===== src/rtl/serial_twos_complement.sv =====
// serial_twos_complement: bit-serial two's complement negator.
// Computes ~a + 1 one bit per clock, LSB first, using a single full-adder
// slice and a carry flip-flop, between two valid/ready handshakes.
// Optional feature macro: SERIAL_TC_OVERFLOW_EN (drives out_overflow and
// reports overflow operands in simulation). Undefined: out_overflow = 0.
module serial_twos_complement #(
  parameter int WIDTH = 4
) (
  input  logic             clk,
  input  logic             rst,
  input  logic             in_valid,
  output logic             in_ready,
  input  logic [WIDTH-1:0] in_data,
  output logic             out_valid,
  input  logic             out_ready,
  output logic [WIDTH-1:0] out_data,
  output logic             out_overflow
);

  localparam int CW = (WIDTH > 1) ? $clog2(WIDTH) : 1;
  localparam logic [CW-1:0] LAST_BIT = CW'(WIDTH - 1);

  typedef enum logic [1:0] {
    IDLE  = 2'd0,
    SHIFT = 2'd1,
    DONE  = 2'd2
  } state_t;

  state_t           state;
  logic [WIDTH-1:0] operand;
  logic [WIDTH-1:0] result;
  logic             carry;
  logic [CW-1:0]    count;
  logic             sum_bit;
  logic             carry_next;

  // Full-adder slice: adds the inverted operand bit to the running carry
  // (the "+1" is the carry seeded to 1 at load).
  always_comb begin
    sum_bit    = ~operand[0] ^ carry;
    carry_next = ~operand[0] & carry;
  end

  // Handshake outputs are decoded from state only, so no input reaches them.
  assign in_ready  = (state == IDLE);
  assign out_valid = (state == DONE);
  assign out_data  = result;

  // Control FSM and serial datapath: load, shift WIDTH bits, hold result.
  always_ff @(posedge clk) begin
    if (rst) begin
      state   <= IDLE;
      operand <= '0;
      result  <= '0;
      carry   <= 1'b1;
      count   <= '0;
    end else begin
      case (state)
        IDLE: begin
          if (in_valid) begin
            operand <= in_data;
            result  <= '0;
            carry   <= 1'b1;
            count   <= '0;
            state   <= SHIFT;
          end else begin
            state <= IDLE;
          end
        end
        SHIFT: begin
          operand <= {1'b0, operand[WIDTH-1:1]};
          result  <= {sum_bit, result[WIDTH-1:1]};
          carry   <= carry_next;
          if (count == LAST_BIT) begin
            // Final bit handled this cycle; the carry out is discarded.
            count <= '0;
            state <= DONE;
          end else begin
            count <= count + 1'b1;
            state <= SHIFT;
          end
        end
        DONE: begin
          if (out_ready) begin
            state <= IDLE;
          end else begin
            state <= DONE;
          end
        end
        default: begin
          state <= IDLE;
        end
      endcase
    end
  end

`ifdef SERIAL_TC_OVERFLOW_EN
  logic overflow;

  assign out_overflow = overflow;

  // Overflow flag: operand is 1 followed by zeros; captured at load, held
  // until the next load.
  always_ff @(posedge clk) begin
    if (rst) begin
      overflow <= 1'b0;
    end else if (state == IDLE && in_valid) begin
      overflow <= in_data[WIDTH-1] & ~(|in_data[WIDTH-2:0]);
    end else begin
      overflow <= overflow;
    end
  end

  // Simulation report of overflow operands as their result is consumed.
  always_ff @(posedge clk) begin
    if (!rst && state == DONE && out_ready && overflow) begin
      $display("serial_twos_complement: overflow operand, result %b", result);
    end
  end
`else
  assign out_overflow = 1'b0;
`endif

endmodule


===== config.mk =====
export PLATFORM = sky130hd
export DESIGN_NAME = serial_twos_complement
export DESIGN_NICKNAME = d
export VERILOG_FILES = /design/src/rtl/serial_twos_complement.sv
export SDC_FILE = /design/constraint.sdc
export NUM_CORES = 1
export LEC_CHECK = 0
export CAP_MARGIN = 40
export CORE_MARGIN = 2
export CORE_UTILIZATION = 45
export CTS_CLUSTER_SIZE = 20
export DETAILED_ROUTE_END_ITERATION = 8
export PLACE_DENSITY = 0.74
export SLEW_MARGIN = 20
export SYNTH_ARGS = -nofsm -noshare
export SYNTH_HDL_FRONTEND = slang
export SYNTH_SLANG_ARGS = --single-unit

===== constraint.sdc =====
create_clock -name clk -period 1.3 [get_ports clk]
set_input_delay 0.39 -clock clk [delete_from_list [all_inputs] [get_ports clk]]
set_output_delay 0.39 -clock clk [all_outputs]
set_load 0.01 [all_outputs]

* After elaboration in Yosys (flattened, before gate mapping)
Index checks and enable logic that the tools add are counted.
Storage, ports and cells: register bits after elaboration 13, bits in latches 0, RAM bits 0, memory bits (read-only) 0, output and inout port bits 7, word-level logic and storage cells 29, memories 0
Operators by class: add/subtract/negate cells 1, multiply operators 0, divide/modulo/power cells 0, $lt $le $gt $ge 0, equality and inequality tests 4, shift-type cells 0, mux-type cells 13, bitwise logic cells 3, reduce and logical (&&, ||, !) cells 3
Operators by type and width (number):
- $pmux 4 s2 | 2
- $mux 2 | 4
- $mux 4 | 2
- $pmux 2 s3 | 1
- $eq 2x2->1 const B | 2
- $pmux 2 s2 | 1
- $add 2x1->2 const B | 1
- $eq 2x1->1 const B | 1
- $logic_not 2->1 | 1
- $mux 1 | 2
- $ne 2x2->1 const B | 1
- $pmux 1 s2 | 1
- $reduce_and 2->1 | 1
- $reduce_bool 2->1 | 1
- $and 1x1->1 | 1
- $not 1->1 | 1
- $xor 1x1->1 | 1

* Longest topological paths before layout
word-level depth 3, gate-level depth with buffers 5

* Least setup slack after synthesis
No wires, ideal clock.
path type register to output, start point register state[1], end point output out_valid, data arrival time 0.683 ns, slack 0.227 ns, cell stages (with the launch flop) 2, path buffers 0, cell sequence dfxtp_1 > nor2b_1
Between the ends: longest elaborated chain between the ends 1
Ends and longest elaborated chain:
- from (decl) | line 29 | state_t state;
- from (signal assigned) | line 52 | state <= IDLE;
- from (signal assigned) | line 65 | state <= SHIFT;
- from (signal assigned) | line 67 | state <= IDLE;
- $eq 2x2->1 | line 46 | assign out_valid = (state == DONE);
- to (decl) | line 14 | output logic out_valid,
Every way passes these cells.

* Worst setup path in the final report
Ends and elaborated chain as after synthesis.

==> impl_metrics.prom <==
# TYPE chip_impl_metric gauge
chip_impl_info{name="result_of_the_run",value="finished, final reports clean"} 1
chip_impl_metric{name="register_area",unit="um2"} 262.8
chip_impl_metric{name="path_max_fanout",unit=""} 3
chip_impl_metric{name="die-height",unit="um"} 40.65
chip_impl_metric{name="level_count_of_the_clock_h_tree",unit=""} 1
chip_impl_metric{name="post_syn_area",unit="um2"} 604.3
chip_impl_metric{name="routed_wl",unit="um"} 1097
chip_impl_metric{name="grt-ovfl-total",unit=""} 0
chip_impl_metric{name="filler_cell_count_in_the_final_layout",unit=""} 114
chip_impl_metric{name="leakage_power_summed_over_all_cells",unit="nW"} 0.3404
chip_impl_metric{name="totalPowerFinal",unit="W"} 0.0008075
chip_impl_metric{name="coreArea",unit="um2"} 1285
chip_impl_metric{name="antenna_cells",unit=""} 0
chip_impl_metric{name="antenna_violating_nets_post_route",unit=""} 0
chip_impl_metric{name="finalCritPeriodShare",unit="%"} 96.65
chip_impl_metric{name="drtIter0Drc",unit=""} 6
chip_impl_metric{name="grt_max_degree",unit=""} 9
chip_impl_metric{name="yosysSeqAreaShare",unit="%"} 43.06
chip_impl_metric{name="floorplan.initialDensity",unit="%"} 47.03
chip_impl_metric{name="drive_above_1_share",unit="%"} 33.33
chip_impl_info{name="final_common_cell",value="sky130_fd_sc_hd__dfxtp_1"} 1
chip_impl_metric{name="yosysTopAreaCellShare",unit="%"} 43.06
chip_impl_info{name="path_class",value="flop to output pin"} 1
chip_impl_info{name="hold_class",value="flop to flop"} 1
chip_impl_info{name="ys.flop_type",value="sky130_fd_sc_hd__dfxtp_1"} 1
chip_impl_info{name="worst_setup_path_start_kind",value="flop"} 1
chip_impl_info{name="cts_tree",value="done"} 1
chip_impl_metric{name="number_of_iterations_in_the_first_detailed_routing_pass",unit=""} 4
chip_impl_metric{name="cts_made_buffers",unit=""} 3
chip_impl_metric{name="max_clock_skew",unit="ps"} 3.575
chip_impl_metric{name="detail_route.drc_violations",unit=""} 0
chip_impl_metric{name="worstPathArrival",unit="ps"} 870
chip_impl_metric{name="grt_first_pass_wirelength",unit="um"} 1738
chip_impl_metric{name="critPathRequiredTime",unit="ps"} 910
chip_impl_metric{name="cts.sink_count",unit=""} 13
chip_impl_metric{name="area.growth.synth_to_final",unit="%"} 35.61
chip_impl_metric{name="finalMaxSlewViolations",unit=""} 0
chip_impl_metric{name="gp_congestion",unit=""} 0.6554
chip_impl_info{name="cts_root_buffer",value="sky130_fd_sc_hd__clkbuf_4"} 1
chip_impl_metric{name="placed_wire_length_estimate_after_detailed_placement",unit="um"} 828.4
chip_impl_metric{name="design.final.nets",unit=""} 92
chip_impl_metric{name="cts.clk_slew.worst_paths",unit="ps"} 70
chip_impl_metric{name="rows",unit=""} 13
chip_impl_metric{name="floorplan.die.width",unit="um"} 40.65
chip_impl_metric{name="grt_use_total",unit="%"} 16.10
chip_impl_metric{name="holdBufCountCts",unit=""} 0
chip_impl_metric{name="die-area",unit="um2"} 1652
chip_impl_metric{name="count_of_maximum_capacitance_violations",unit=""} 0
chip_impl_metric{name="clk_latency",unit="ps"} 270
chip_impl_metric{name="distinct_cells_synth",unit=""} 19
chip_impl_metric{name="finalSetupViolations",unit=""} 0
chip_impl_metric{name="synthArstFlopShare",unit="%"} 0
chip_impl_metric{name="power-per-cell-area",unit="nW/um2"} 985.3
chip_impl_metric{name="netlist_instances",unit=""} 59
chip_impl_metric{name="finalWorstPathRequiredPeriod",unit="ps"} 1256
chip_impl_metric{name="setup_total_negative_slack",unit="ps"} 0
chip_impl_metric{name="io_buffers",unit=""} 13
chip_impl_info{name="post_synth_main_area_contributors",value="sky130_fd_sc_hd__dfxtp_1 43%, sky130_fd_sc_hd__a22oi_1 8.7%, sky130_fd_sc_hd__nor2_1 6.8%, sky130_fd_sc_hd__mux2i_1 6.6%, sky130_fd_sc_hd__a211oi_2 6.2%"} 1
chip_impl_metric{name="number_of_global_route_vias_before_repair",unit=""} 442
chip_impl_metric{name="final_util",unit="%"} 63.78
chip_impl_metric{name="cts-root-to-sink-buffers",unit=""} 2
chip_impl_metric{name="syn-num-nets",unit=""} 69
chip_impl_info{name="layout_common_cells",value="11 x sky130_fd_sc_hd__dfxtp_1, 10 x sky130_fd_sc_hd__nor2_1, 9 x sky130_fd_sc_hd__buf_4, 7 x sky130_fd_sc_hd__a22oi_1, 7 x sky130_fd_sc_hd__clkdlybuf4s50_1"} 1
chip_impl_metric{name="syn_area_per_cell",unit="um2"} 10.24
chip_impl_info{name="rsz_0062_raised_after_global_routing",value="no"} 1
chip_impl_metric{name="grt_antenna_before_repair",unit=""} 0
chip_impl_metric{name="final-hold-violation-count",unit=""} 0
chip_impl_metric{name="top_level_ports",unit=""} 15
chip_impl_metric{name="synth_edf_count",unit=""} 0
chip_impl_info{name="synth_area_leader_cell",value="sky130_fd_sc_hd__dfxtp_1"} 1
chip_impl_info{name="timing.critical_path.to_type",value="output pin"} 1
chip_impl_metric{name="final_cell_count_no_fill",unit=""} 96
chip_impl_metric{name="placed_cells",unit=""} 92
chip_impl_metric{name="synth.ff_latch_count",unit=""} 13
chip_impl_metric{name="routedWlPerCell",unit="um"} 11.43
chip_impl_metric{name="multi_input_comb_area",unit="um2"} 307.8
chip_impl_metric{name="yosysWarnings",unit=""} 0
chip_impl_metric{name="peakVddDrop",unit="uV"} 643.2
chip_impl_metric{name="avgViaCountPerCell",unit=""} 4.906
chip_impl_metric{name="fin_hold_ws",unit="ps"} 520.9
chip_impl_metric{name="total_number_of_vias",unit=""} 471
chip_impl_metric{name="maxClockFrequency",unit="MHz"} 795.9
chip_impl_metric{name="postCtsSetupBuffers",unit=""} 0
## metrics by stage
| step | worst slack [ps] | instance area, um2 |
|---|---|---|
| final | 43.51 | 819.5 |
| after global routing | 0.6421 | 819.5 |
| after CTS | -1.478 | 805.8 |
| after detailed placement | -208.3 | 785.8 |
| after global placement | -187.2 | 785.8 |
| after floorplan | 227.4 | 604.3 |
## kinds of logic after synthesis
kind of cell	count (synthesis)	share of synthesized area, %
DFF	13	43.06
other	1	0.6205
buffers and inverters	7	7.660
muxes	4	6.626
and+or+nand+nor	18	14.91
adders and majority gates	2	4.140
AOI/OAI and AO/OA	14	22.98
## state kept, by name, summed over array words and instances (netlist names)
register,cells
state,2
count,2
operand,4
out_data,4
carry,1
## critical path, stage by stage, from the launching register on
cell	delay, ps
sky130_fd_sc_hd__dfxtp_2	350
sky130_fd_sc_hd__nor2b_4	150
sky130_fd_sc_hd__buf_6	110
## timing repair
action	CTS	global route
resized for setup	15	6
pin swaps	1	1
endpoints found under the setup margin	6	4
## final timing paths
kind / start / end / slack (ps) / depth (start not counted)
min reg2reg: count[1]$_SDFFE_PP0P_ / count[1]$_SDFFE_PP0P_ / 520 / 2
min: count[1]$_SDFFE_PP0P_ / count[1]$_SDFFE_PP0P_ / 520 / 2
max reg2reg: state[0]$_SDFF_PP0_ / operand[0]$_SDFFE_PP0P_ / 190 / 4
max: state[1]$_SDFF_PP0_ / out_valid / 40 / 2
## report_power, final
part	leakage, nW	internal [W]	switching, W
Combinational	0.218	0.0000749	0.0000639
Clock	0.0150	0.000119	0.000120
Sequential	0.107	0.000417	0.0000130
## per-layer routing
metal	wire length, um	track usage [%]	part of all wire, %
met4	6	5.000	0.55
met5	0	0	0
met2	529	28.57	48
met1	507	18.24	46
met3	54	4.891	4.9
## layout make-up
cell class / instances / share of cell area (%)
clock buffer: 4 / 3.206
inverter: 3 / 1.374
multi-input combinational: 39 / 37.56
sequential: 13 / 32.06
tap: 15 / 2.290
timing repair buffer: 22 / 23.51
## synth_stat cells, drive strengths merged, types with 2 or more instances
master / number
dfxtp: 13
nor3: 2
a22oi: 7
mux2i: 4
nor2: 14
ha: 2
a211oi: 3
nor2b: 2
inv: 3
buf: 4
Power figures use the tool's default switching activity.
